**src/rtl/cache_pkg.sv**
```systemverilog
// rtl/cache_pkg.sv - shared FSM encoding and address-split width helpers for wb_cache
package cache_pkg;

    typedef enum logic [1:0] {
        ST_IDLE      = 2'd0,
        ST_WRITEBACK = 2'd1,
        ST_ALLOCATE  = 2'd2,
        ST_UPDATE    = 2'd3
    } cache_state_e;

    // Bits selecting a word within a block
    function automatic int offset_width(input int words);
        return $clog2(words);
    endfunction

    // Bits selecting a cache line
    function automatic int index_width(input int lines);
        return $clog2(lines);
    endfunction

    // Remaining upper address bits stored as the tag
    function automatic int tag_width(input int addr_w, input int lines, input int words);
        return addr_w - $clog2(lines) - $clog2(words);
    endfunction

endpackage

```
**src/rtl/cache_ctrl_fsm.sv**
```systemverilog
// rtl/cache_ctrl_fsm.sv - miss-handling controller sequencing write-back, fetch and line update
module cache_ctrl_fsm
    import cache_pkg::*;
(
    input  logic         clk,
    input  logic         reset,
    input  logic         miss_i,
    input  logic         victim_dirty_i,
    input  logic         mem_busywait_i,
    output cache_state_e state_o,
    output logic         mem_read_o,
    output logic         mem_write_o
);

    cache_state_e state_q;
    logic         mem_read_q;
    logic         mem_write_q;

    // State and memory strobes move together so the strobes are glitch-free registers
    always_ff @(posedge clk or negedge reset) begin
        if (!reset) begin
            state_q     <= ST_IDLE;
            mem_read_q  <= 1'b0;
            mem_write_q <= 1'b0;
        end else begin
            case (state_q)
                ST_IDLE: begin
                    if (miss_i) begin
                        if (victim_dirty_i) begin
                            state_q     <= ST_WRITEBACK;
                            mem_write_q <= 1'b1;
                        end else begin
                            state_q    <= ST_ALLOCATE;
                            mem_read_q <= 1'b1;
                        end
                    end
                end
                ST_WRITEBACK: begin
                    if (!mem_busywait_i) begin
                        state_q     <= ST_ALLOCATE;
                        mem_write_q <= 1'b0;
                        mem_read_q  <= 1'b1;
                    end
                end
                ST_ALLOCATE: begin
                    if (!mem_busywait_i) begin
                        state_q    <= ST_UPDATE;
                        mem_read_q <= 1'b0;
                    end
                end
                ST_UPDATE: begin
                    state_q <= ST_IDLE;
                end
                default: begin
                    state_q     <= ST_IDLE;
                    mem_read_q  <= 1'b0;
                    mem_write_q <= 1'b0;
                end
            endcase
        end
    end

    assign state_o     = state_q;
    assign mem_read_o  = mem_read_q;
    assign mem_write_o = mem_write_q;

endmodule

```
**src/rtl/wb_cache.sv**
```systemverilog
// rtl/wb_cache.sv - direct-mapped write-back write-allocate cache with line storage and hit logic
module wb_cache
    import cache_pkg::*;
#(
    parameter int ADDR_W = 32,
    parameter int DATA_W = 32,
    parameter int LINES  = 8,
    parameter int WORDS  = 4
) (
    input  logic                               clk,
    input  logic                               reset,
    input  logic                               read,
    input  logic                               write,
    input  logic [ADDR_W-1:0]                  address,
    input  logic [DATA_W-1:0]                  writedata,
    output logic [DATA_W-1:0]                  readdata,
    output logic                               busywait,
    output logic                               mem_read,
    output logic                               mem_write,
    output logic [ADDR_W-$clog2(WORDS)-1:0]    mem_address,
    output logic [WORDS*DATA_W-1:0]            mem_writedata,
    input  logic [WORDS*DATA_W-1:0]            mem_readdata,
    input  logic                               mem_busywait
);

    localparam int OFF_W = offset_width(WORDS);
    localparam int IDX_W = index_width(LINES);
    localparam int TAG_W = tag_width(ADDR_W, LINES, WORDS);
    localparam int BLK_W = WORDS * DATA_W;

    logic [OFF_W-1:0] off;
    logic [IDX_W-1:0] idx;
    logic [TAG_W-1:0] tag;

    logic [LINES-1:0] valid_q;
    logic [LINES-1:0] dirty_q;
    logic [TAG_W-1:0] tag_q  [LINES];
    logic [BLK_W-1:0] data_q [LINES];

    // Line being refilled; latched so a request that changes mid-miss cannot redirect it
    logic [IDX_W-1:0] miss_idx_q;
    logic [TAG_W-1:0] miss_tag_q;
    logic [BLK_W-1:0] blk_q;

    cache_state_e state;
    logic         in_idle;
    logic         req;
    logic         hit;
    logic         miss;
    logic         victim_dirty;
    logic         write_hit;
    logic         read_hit;

    assign off = address[OFF_W-1:0];
    assign idx = address[OFF_W +: IDX_W];
    assign tag = address[ADDR_W-1 -: TAG_W];

    assign in_idle      = (state == ST_IDLE);
    assign req          = read | write;
    assign hit          = valid_q[idx] && (tag_q[idx] == tag);
    assign miss         = in_idle && req && !hit;
    assign victim_dirty = valid_q[idx] && dirty_q[idx];
    // A simultaneous read and write is served as a write
    assign write_hit    = in_idle && write && hit;
    assign read_hit     = in_idle && read && !write && hit;

    cache_ctrl_fsm u_ctrl (
        .clk            (clk),
        .reset          (reset),
        .miss_i         (miss),
        .victim_dirty_i (victim_dirty),
        .mem_busywait_i (mem_busywait),
        .state_o        (state),
        .mem_read_o     (mem_read),
        .mem_write_o    (mem_write)
    );

    // Stall while a miss is pending; reset releases the CPU at once
    assign busywait = reset && (miss || !in_idle);

    assign readdata = (reset && read_hit) ? data_q[idx][int'(off)*DATA_W +: DATA_W] : '0;

    // Memory address and victim data are only presented during the matching transaction
    always_comb begin
        mem_address   = '0;
        mem_writedata = '0;
        if (state == ST_WRITEBACK) begin
            mem_address   = {tag_q[miss_idx_q], miss_idx_q};
            mem_writedata = data_q[miss_idx_q];
        end else if (state == ST_ALLOCATE) begin
            mem_address = {miss_tag_q, miss_idx_q};
        end
    end

    // Latch the missing line on entry to the miss and capture the fetched block
    always_ff @(posedge clk or negedge reset) begin
        if (!reset) begin
            miss_idx_q <= '0;
            miss_tag_q <= '0;
            blk_q      <= '0;
        end else begin
            if (miss) begin
                miss_idx_q <= idx;
                miss_tag_q <= tag;
            end
            if (state == ST_ALLOCATE && !mem_busywait) begin
                blk_q <= mem_readdata;
            end
        end
    end

    // Line status bits: refill makes a line valid and clean, a write hit makes it dirty
    always_ff @(posedge clk or negedge reset) begin
        if (!reset) begin
            valid_q <= '0;
            dirty_q <= '0;
        end else if (state == ST_UPDATE) begin
            valid_q[miss_idx_q] <= 1'b1;
            dirty_q[miss_idx_q] <= 1'b0;
        end else if (write_hit) begin
            dirty_q[idx] <= 1'b1;
        end
    end

    // Tag and data storage; contents are meaningless until the valid bit is set
    always_ff @(posedge clk) begin
        if (state == ST_UPDATE) begin
            tag_q[miss_idx_q]  <= miss_tag_q;
            data_q[miss_idx_q] <= blk_q;
        end else if (write_hit) begin
            data_q[idx][int'(off)*DATA_W +: DATA_W] <= writedata;
        end
    end

endmodule

```
**config.mk**
```make
export PLATFORM = sky130hd
export DESIGN_NAME = wb_cache
export DESIGN_NICKNAME = d
export VERILOG_FILES = /design/src/rtl/cache_pkg.sv /design/src/rtl/cache_ctrl_fsm.sv /design/src/rtl/wb_cache.sv
export SDC_FILE = /design/constraint.sdc
export NUM_CORES = 2
export LEC_CHECK = 0
export CORE_MARGIN = 2
export CORE_UTILIZATION = 50
export DETAILED_ROUTE_END_ITERATION = 8
export HOLD_SLACK_MARGIN = 0.08
export PLACE_DENSITY = 0.75
export SETUP_SLACK_MARGIN = 0.05
export SLEW_MARGIN = 20
export SYNTH_ARGS = -nofsm -noshare
export SYNTH_HDL_FRONTEND = slang
export SYNTH_SLANG_ARGS = --single-unit
```
**constraint.sdc**
```tcl
create_clock -name clk -period 5.3 [get_ports clk]
set_clock_uncertainty 0.2 [all_clocks]
set_input_delay 1.325 -clock clk [delete_from_list [all_inputs] [get_ports clk]]
set_output_delay 1.325 -clock clk [all_outputs]
set_load 0.03 [all_outputs]
```
Word-level counts from Yosys, hierarchy flattened
Memory sizes are Yosys's and may differ from the RTL's.
Index checks and enable logic that the tools add are counted.
{ "totals": {"reg_bits": 178, "latch_bits": 0, "mem_bits_rw": 1240, "rom_bits": 0, "mem_count": 2} }
{ "memory_table": {"columns": ["name", "words", "width", "read_ports", "rd_clocked_by_memory_dff", "wr", "line", "rtl"], "rows": [
  ["data_q", 8, 128, 2, 0, 1, "wb_cache.sv:38", "logic [BLK_W-1:0] data_q [LINES];"],
  ["tag_q", 8, 27, 2, 0, 1, "wb_cache.sv:37", "logic [TAG_W-1:0] tag_q [LINES];"]
]} }
{ "op_classes": {"add_sub_neg": 1, "multipliers": 0, "n_div": 0, "order_cmp": 4, "n_eq_ne": 9, "shifts": 3, "n_mux": 35, "bitwise_logic": 5, "n_reduce_logical": 27} }
{ "op_table": {"columns": ["cell", "n"], "rows": [
  ["2-to-1 mux 128 bit", 4],
  ["OR reduction 128 bit", 1],
  ["variable shift 32 x 33 -> 128 bit (first input constant)", 1],
  ["indexed part select 128 x 8 -> 32 bit", 1],
  ["indexed part select 32 x 33 -> 128 bit", 1],
  ["2-to-1 mux 30 bit", 2],
  ["negation 7 -> 33 bit", 1],
  ["2-to-1 mux 32 bit", 1],
  ["equality test 27 bit", 1],
  ["2-to-1 mux 8 bit", 2],
  ["bitwise OR 8 bit", 2],
  ["logical AND 1 bit", 14],
  ["2-to-1 mux 1 bit", 14],
  ["AND 8 bit", 1],
  ["< comparator 3 x 4 -> 1 bit (second input constant)", 2],
  ["2-to-1 mux 2 bit", 4],
  ["inverter 8 bit", 1],
  ["one-hot mux 2 bit (4 select lines)", 1],
  ["binary-select mux 1 bit (select 3 bit)", 2],
  ["demux 1 bit (select 3 bit)", 2],
  [">= comparator 3 x 1 -> 1 bit (second input constant)", 2],
  ["!= test 2 bit (second input constant)", 3],
  ["AND reduction 5 bit", 1],
  ["equality test 2 bit (second input constant)", 2],
  ["13 further kinds", 18]
]} }

Logic depth before layout (Yosys ltp)
{ "logic_depth": {"word_depth": 9, "ltp_mapped": 15} }

Cells and area by module
From an unflattened synthesis, not the netlist that was laid out.
{ "hier_totals": {"cells_unflattened": 4553, "hier_area_um2": 63602.2} }
{ "by_module_without_submodules": {"columns": ["module", "n_inst", "cells_each", "area_per_inst_um2", "seq_area_each_um2"], "rows": [
  ["wb_cache", 1, 4523, 63298.2, 41589.9],
  ["cache_ctrl_fsm", 1, 30, 304.0, 100.1]
]} }

Least setup slack after synthesis
No wires, ideal clock.
{ "synth_timing": {"path_type": "in2reg", "startpoint": "in address[4]", "endpoint": "mem data_q[7][0] (netlist name), enable pin", "setup_time_ns": 0.421, "t_arrival_ns": 5.332, "required_time_ns": 4.679, "slack_ns": -0.653, "stages": 13, "cell_sequence": "buf_2 buf_2 buf_6 clkbuf_1 mux2i_1 xor2_1 nand3_1 nor4_2 nand4_2 nor4_1 buf_2 mux2_2 nor2_1"} }
{ "synth_via": {"elab_chain_len": 9} }
{ "synth_lines": {"columns": ["element", "line", "rtl"], "rows": [
  ["start: declaration", "wb_cache.sv:14", "input logic [ADDR_W-1:0] address,"],
  ["memory read (8 x 27 bit) / binary-select mux 1 bit (select 3 bit) (equally long branches)", null, null],
  ["equality test 27 bit / 2-to-1 mux 1 bit (equally long branches)", "wb_cache.sv:60", "assign hit = valid_q[idx] && (tag_q[idx] == tag);"],
  ["logical AND 1 bit", "wb_cache.sv:60", null],
  ["logical AND 1 bit", "wb_cache.sv:64", "assign write_hit = in_idle && write && hit;"],
  ["2-to-1 mux 1 bit", "wb_cache.sv:130", "end else if (write_hit) begin"],
  ["2-to-1 mux 1 bit", "wb_cache.sv:127", "if (state == ST_UPDATE) begin"],
  ["2-to-1 mux 128 bit (not written as such)", "wb_cache.sv:131", "data_q[idx][int'(off)*DATA_W +: DATA_W] <= writedata;"],
  ["OR reduction 128 bit (no line)", null, null],
  ["2-to-1 mux 3 bit (no line) / 2-to-1 mux 128 bit (equally long branches)", null, null],
  ["end: declaration", "wb_cache.sv:38", null]
]} }
Several ways; a longest one is shown, not always the timed one. The select of a mux whose other input is x is not followed.

Worst setup path in the final report
{ "layout_timing": {"startpoint": "in address[2]", "endpoint": "out readdata[12]"} }
{ "layout_via": {"elab_chain_len": 6} }
{ "layout_lines": {"columns": ["element", "line", "rtl"], "rows": [
  ["parallel branches: the longest is 5 deep, another holds memory read (8 x 128 bit)", null, null],
  ["2-to-1 mux 32 bit (*)", "wb_cache.sv:81", "assign readdata = (reset && read_hit) ? data_q[idx][int'(off)*DATA_W +: DATA_W] : '0;"],
  ["end: declaration", "wb_cache.sv:16", "output logic [DATA_W-1:0] readdata,"]
]} }
Mark *: on every way between the ends. The select of a mux whose other input is x is not followed.

==> impl_summary.txt <==
----------------------------------------------------
[Run status]
  Outcome ... finished with violations
  Violated checks ... setup timing

[STA]
  Final WS setup ... -0.424 ns
  Maximum clock frequency ... 175 MHz
  Final-layout worst hold slack ... 0.235 ns
  Number of failing hold endpoints at the final stage ... 0
  Unrepaired setup endpoints after global routing ... yes
  Measured slew at the worst slew-check pin ... approximately 1.2 ns
  Final worst-path cycle share ... 1.08
  Total setup violations reported at the end of the flow ... 33
  Min cycle time layout ... 5.72 ns
  Max-slew violation total from the final report ... 0
  TNS Setup ... -12.70 ns
  Relative slew slack ... 0.198

[Cells and area]
  Share of final-layout standard cells stronger than drive strength 1 ... 0.314
  Most common cell after layout, fill and taps aside ... edfxtp_1
  Post-Layout Inst Area ... 83100 um2
  Non-filler cells in the finished layout ... 6757
  Leading cell types in the layout, fill and taps excluded ... 1240 x edfxtp_1, 452 x mux2_2, 366 x mux4_2
  Layout area overhead ... 22.4%
  Post-layout nets ... 5057
  Fill cell count ... 9508

[Setup path]
  Minimum setup slack among reg-to-reg paths ... slightly below 0.6 ns
  Kind of capture point of the worst setup path ... output pin
  Cell mode on critical path ... buf_12
  Worst reg2reg path startpoint ... tag_q[0][5]$_DFFE_PP_
  Top delay family on crit path ... simple AND/OR/NAND/NOR gates
  Crit start category ... primary input
  Kind of critical path ... primary input to output pin
  Worst EP required ... about 3.8 ns
  Longest individual stage delay on the worst path ... 0.50 ns
  Register-to-Register Path Depth ... 15
  Arrival time at the worst endpoint ... 4.20 ns
  Cell chain of the critical path ... buf_16, mux4_2, mux2i_1, xor2_1, nand3_1, nor4_4, nand4_4, nor2_2, nand4_1, buf_4, buf_12, buf_12, a21oi_4, buf_12
  Critical Path Slowest Stage Cell ... mux4_2
  CP max FO ... 8
  Buffer and inverter count on the worst path ... 5
  End of the worst register-to-register path ... data_q[3][28]$_DFFE_PP_

[Yosys]
  Synthesis-stage register bit count ... 1418
  Unique masters post-synth ... 50
  Syn Nets ... 4512
  Synth Warn # ... 0
  Post-synthesis cell area ... 67900 um2
  Average cell area after synthesis ... 15.8 um2
  Cells after Synth ... 4306
  Synth async-reset ratio ... 0.126
  Number of enable-type register cells in the synthesized netlist ... 1240
  Sequential area share after synthesis ... 0.614
  Dominant register cell in the synthesized netlist ... edfxtp_1

[Placement]
  Number of placed cells counting well taps ... 6464
  Post-DP HPWL ... 151 mm
  Weighted congestion reported at the end of routability-driven placement ... 0.948
  Port bufs ... just under 400
  Dpl cell area ... 77700 um2

[Global route]
  Global Route Usage Sum ... 0.330
  Congestion Overflow GR ... 0
  Largest net degree at the start of global routing ... 134
  Global-route wire length before repair ... 326 mm
  Number of antenna violations at the first check in global routing ... 21
  Via count of the first global-routing pass ... 44700

[Clock network]
  Later-pin clock latency in the skew report ... 0.80 ns
  CTS clock-pin slew for the worst setup and hold paths ... about 0.060 ns
  Sinks on Clock Net ... 1418
  Clock root buffer master ... clkbuf_16
  CTS tree ... yes
  Num CTS Buffers ... around 150
  H-Tree Level Count ... 4
  Largest buffer count on any clock path ... 3

[Route]
  Antenna viol nets, final ... 0
  Via-per-instance ratio ... 6.76
  Routed wire per std cell ... 34.1 um
  Highest layer used for signal routing ... met5
  Routed length on met2 ... 101 mm
  Amount of wire on met3 after detailed routing ... around 35 mm
  Total wire length ... between 200 and 250 mm
  Post-detailed-route DRC marker count ... 0
  Pre-antenna DRT Iters ... 6
  Post-route met1 wirelength ... 80.4 mm
  Total via count after detailed routing ... 45700
  Violation count after the first detailed-route iteration ... 6683

[Power and ir drop]
  Leak Pwr ... 0.0284 uW
  Power per Cell Area ... about 530 nW/um2
  Maximum vdd ir drop ... about 0.0009 V

[Floorplanning]
  Core outline area ... 135000 um2
  IO Count ... 390
  Number of placement rows ... 135
  Die Footprint ... between 100000 and 150000 um2
  Initial Util ... 0.502
  Die span in x ... 373 um
  Die outline height ... 373 um

[Worst hold path]
  Class of the most critical hold timing path ... primary input to asynchronous set/reset pin

[Run]
  Max-cap viol count ... 0

----------------------------------------------------
[synthesized netlist by cell type, types with 10 or more instances]
cell type	n	area, um2
mux4_2	366	8240
a221o_1	26	260
buf_1	62	233
or2_2	12	75.1
a22o_1	29	254
nand2_1	210	788
buf_2	28	140
dfrtp_1	178	4450
a21oi_1	60	300
o22ai_1	151	945
nor2_1	199	747
mux2_2	452	5090
edfxtp_1	1240	37200
clkbuf_1	234	878
o21ai_0	22	110
buf_6	10	113
inv_1	139	522
a22oi_1	278	2090
o21a_1	131	983
a211oi_1	18	135
mux2i_1	342	3420
nor3_1	11	55.1
[state kept, by name, indices dropped and copies added (netlist names)]
signal and cells:
blk_q 128, data_q 1024, dirty_q 8, miss_idx_q 3, miss_tag_q 27, tag_q 216
u_ctrl.mem_read_o 1, u_ctrl.mem_write_o 1, u_ctrl.state_o 2, valid_q 8
[cells by family after synthesis]
family | count (synthesis) | synth area share
buffers and inverters | 480 | 0.0284
flip-flops | 1418 | 0.614
adder cells (fa/ha/maj) | 9 | 0.00166
AND/OR/NAND/NOR | 501 | 0.0314
multiplexers | 1160 | 0.247
XOR/XNOR | 11 | 0.00142
AO/OA/AOI/OAI | 727 | 0.0763
[per-stage QoR]
step,power (uW),setup slack [ns],utilization
floorplan,26100,-0.0865,-
global placement,32600,-0.596,0.575
detailed placement,32900,-0.646,0.575
CTS,43600,-0.350,0.614
global route,45200,-0.495,0.615
finish,43900,-0.424,0.615
[where the power goes]
group	switching [uW]	internal (uW)	total [uW]
Clock	4510	6110	10600
Sequential	1210	15600	16800
Combinational	10100	6450	16500
Total	15800	28100	43900
[final cells by class]
type	count	area, um2	area share
Sequential cell	1418	41700	0.502
Multi-Input combinational cell	2408	25100	0.302
Timing Repair Buffer	734	8590	0.103
Clock buffer	195	4040	0.0487
Tap cell	1781	2230	0.0268
Clock inverter	75	893	0.0108
Inverter	141	532	0.00640
Antenna cell	5	12.5	0.000151
[per-layer routing]
metal / vias to the layer above / GRT usage
li1: 18300 / -
met1: 23200 / 0.433
met5: - / 0
met2: 3621 / 0.480
met4: 22 / 0.176
met3: 571 / 0.124
[timing repair]
action / 4_1_cts / 5_1_grt
pin swaps: 6 / 4
buffers inserted: 13 / 1
endpoints found under the setup margin: 88 / 35
gates resized for setup: 40 / 11
hold buffers: 0 / 0
gates cloned: 4 / 0
[how the worst max path moves through the flow]
stage               startpoint                endpoint  cells after the start
floorplan           address[4]  data_q[7][0]$_DFFE_PP_                     13
global placement    address[2]             readdata[1]                     14
detailed placement  address[2]            readdata[17]                     14
CTS                 address[2]             readdata[2]                     14
global route        address[2]            readdata[12]                     14
finish              address[2]            readdata[12]                     14
Note: power is estimated with default switching activity, not from simulation.
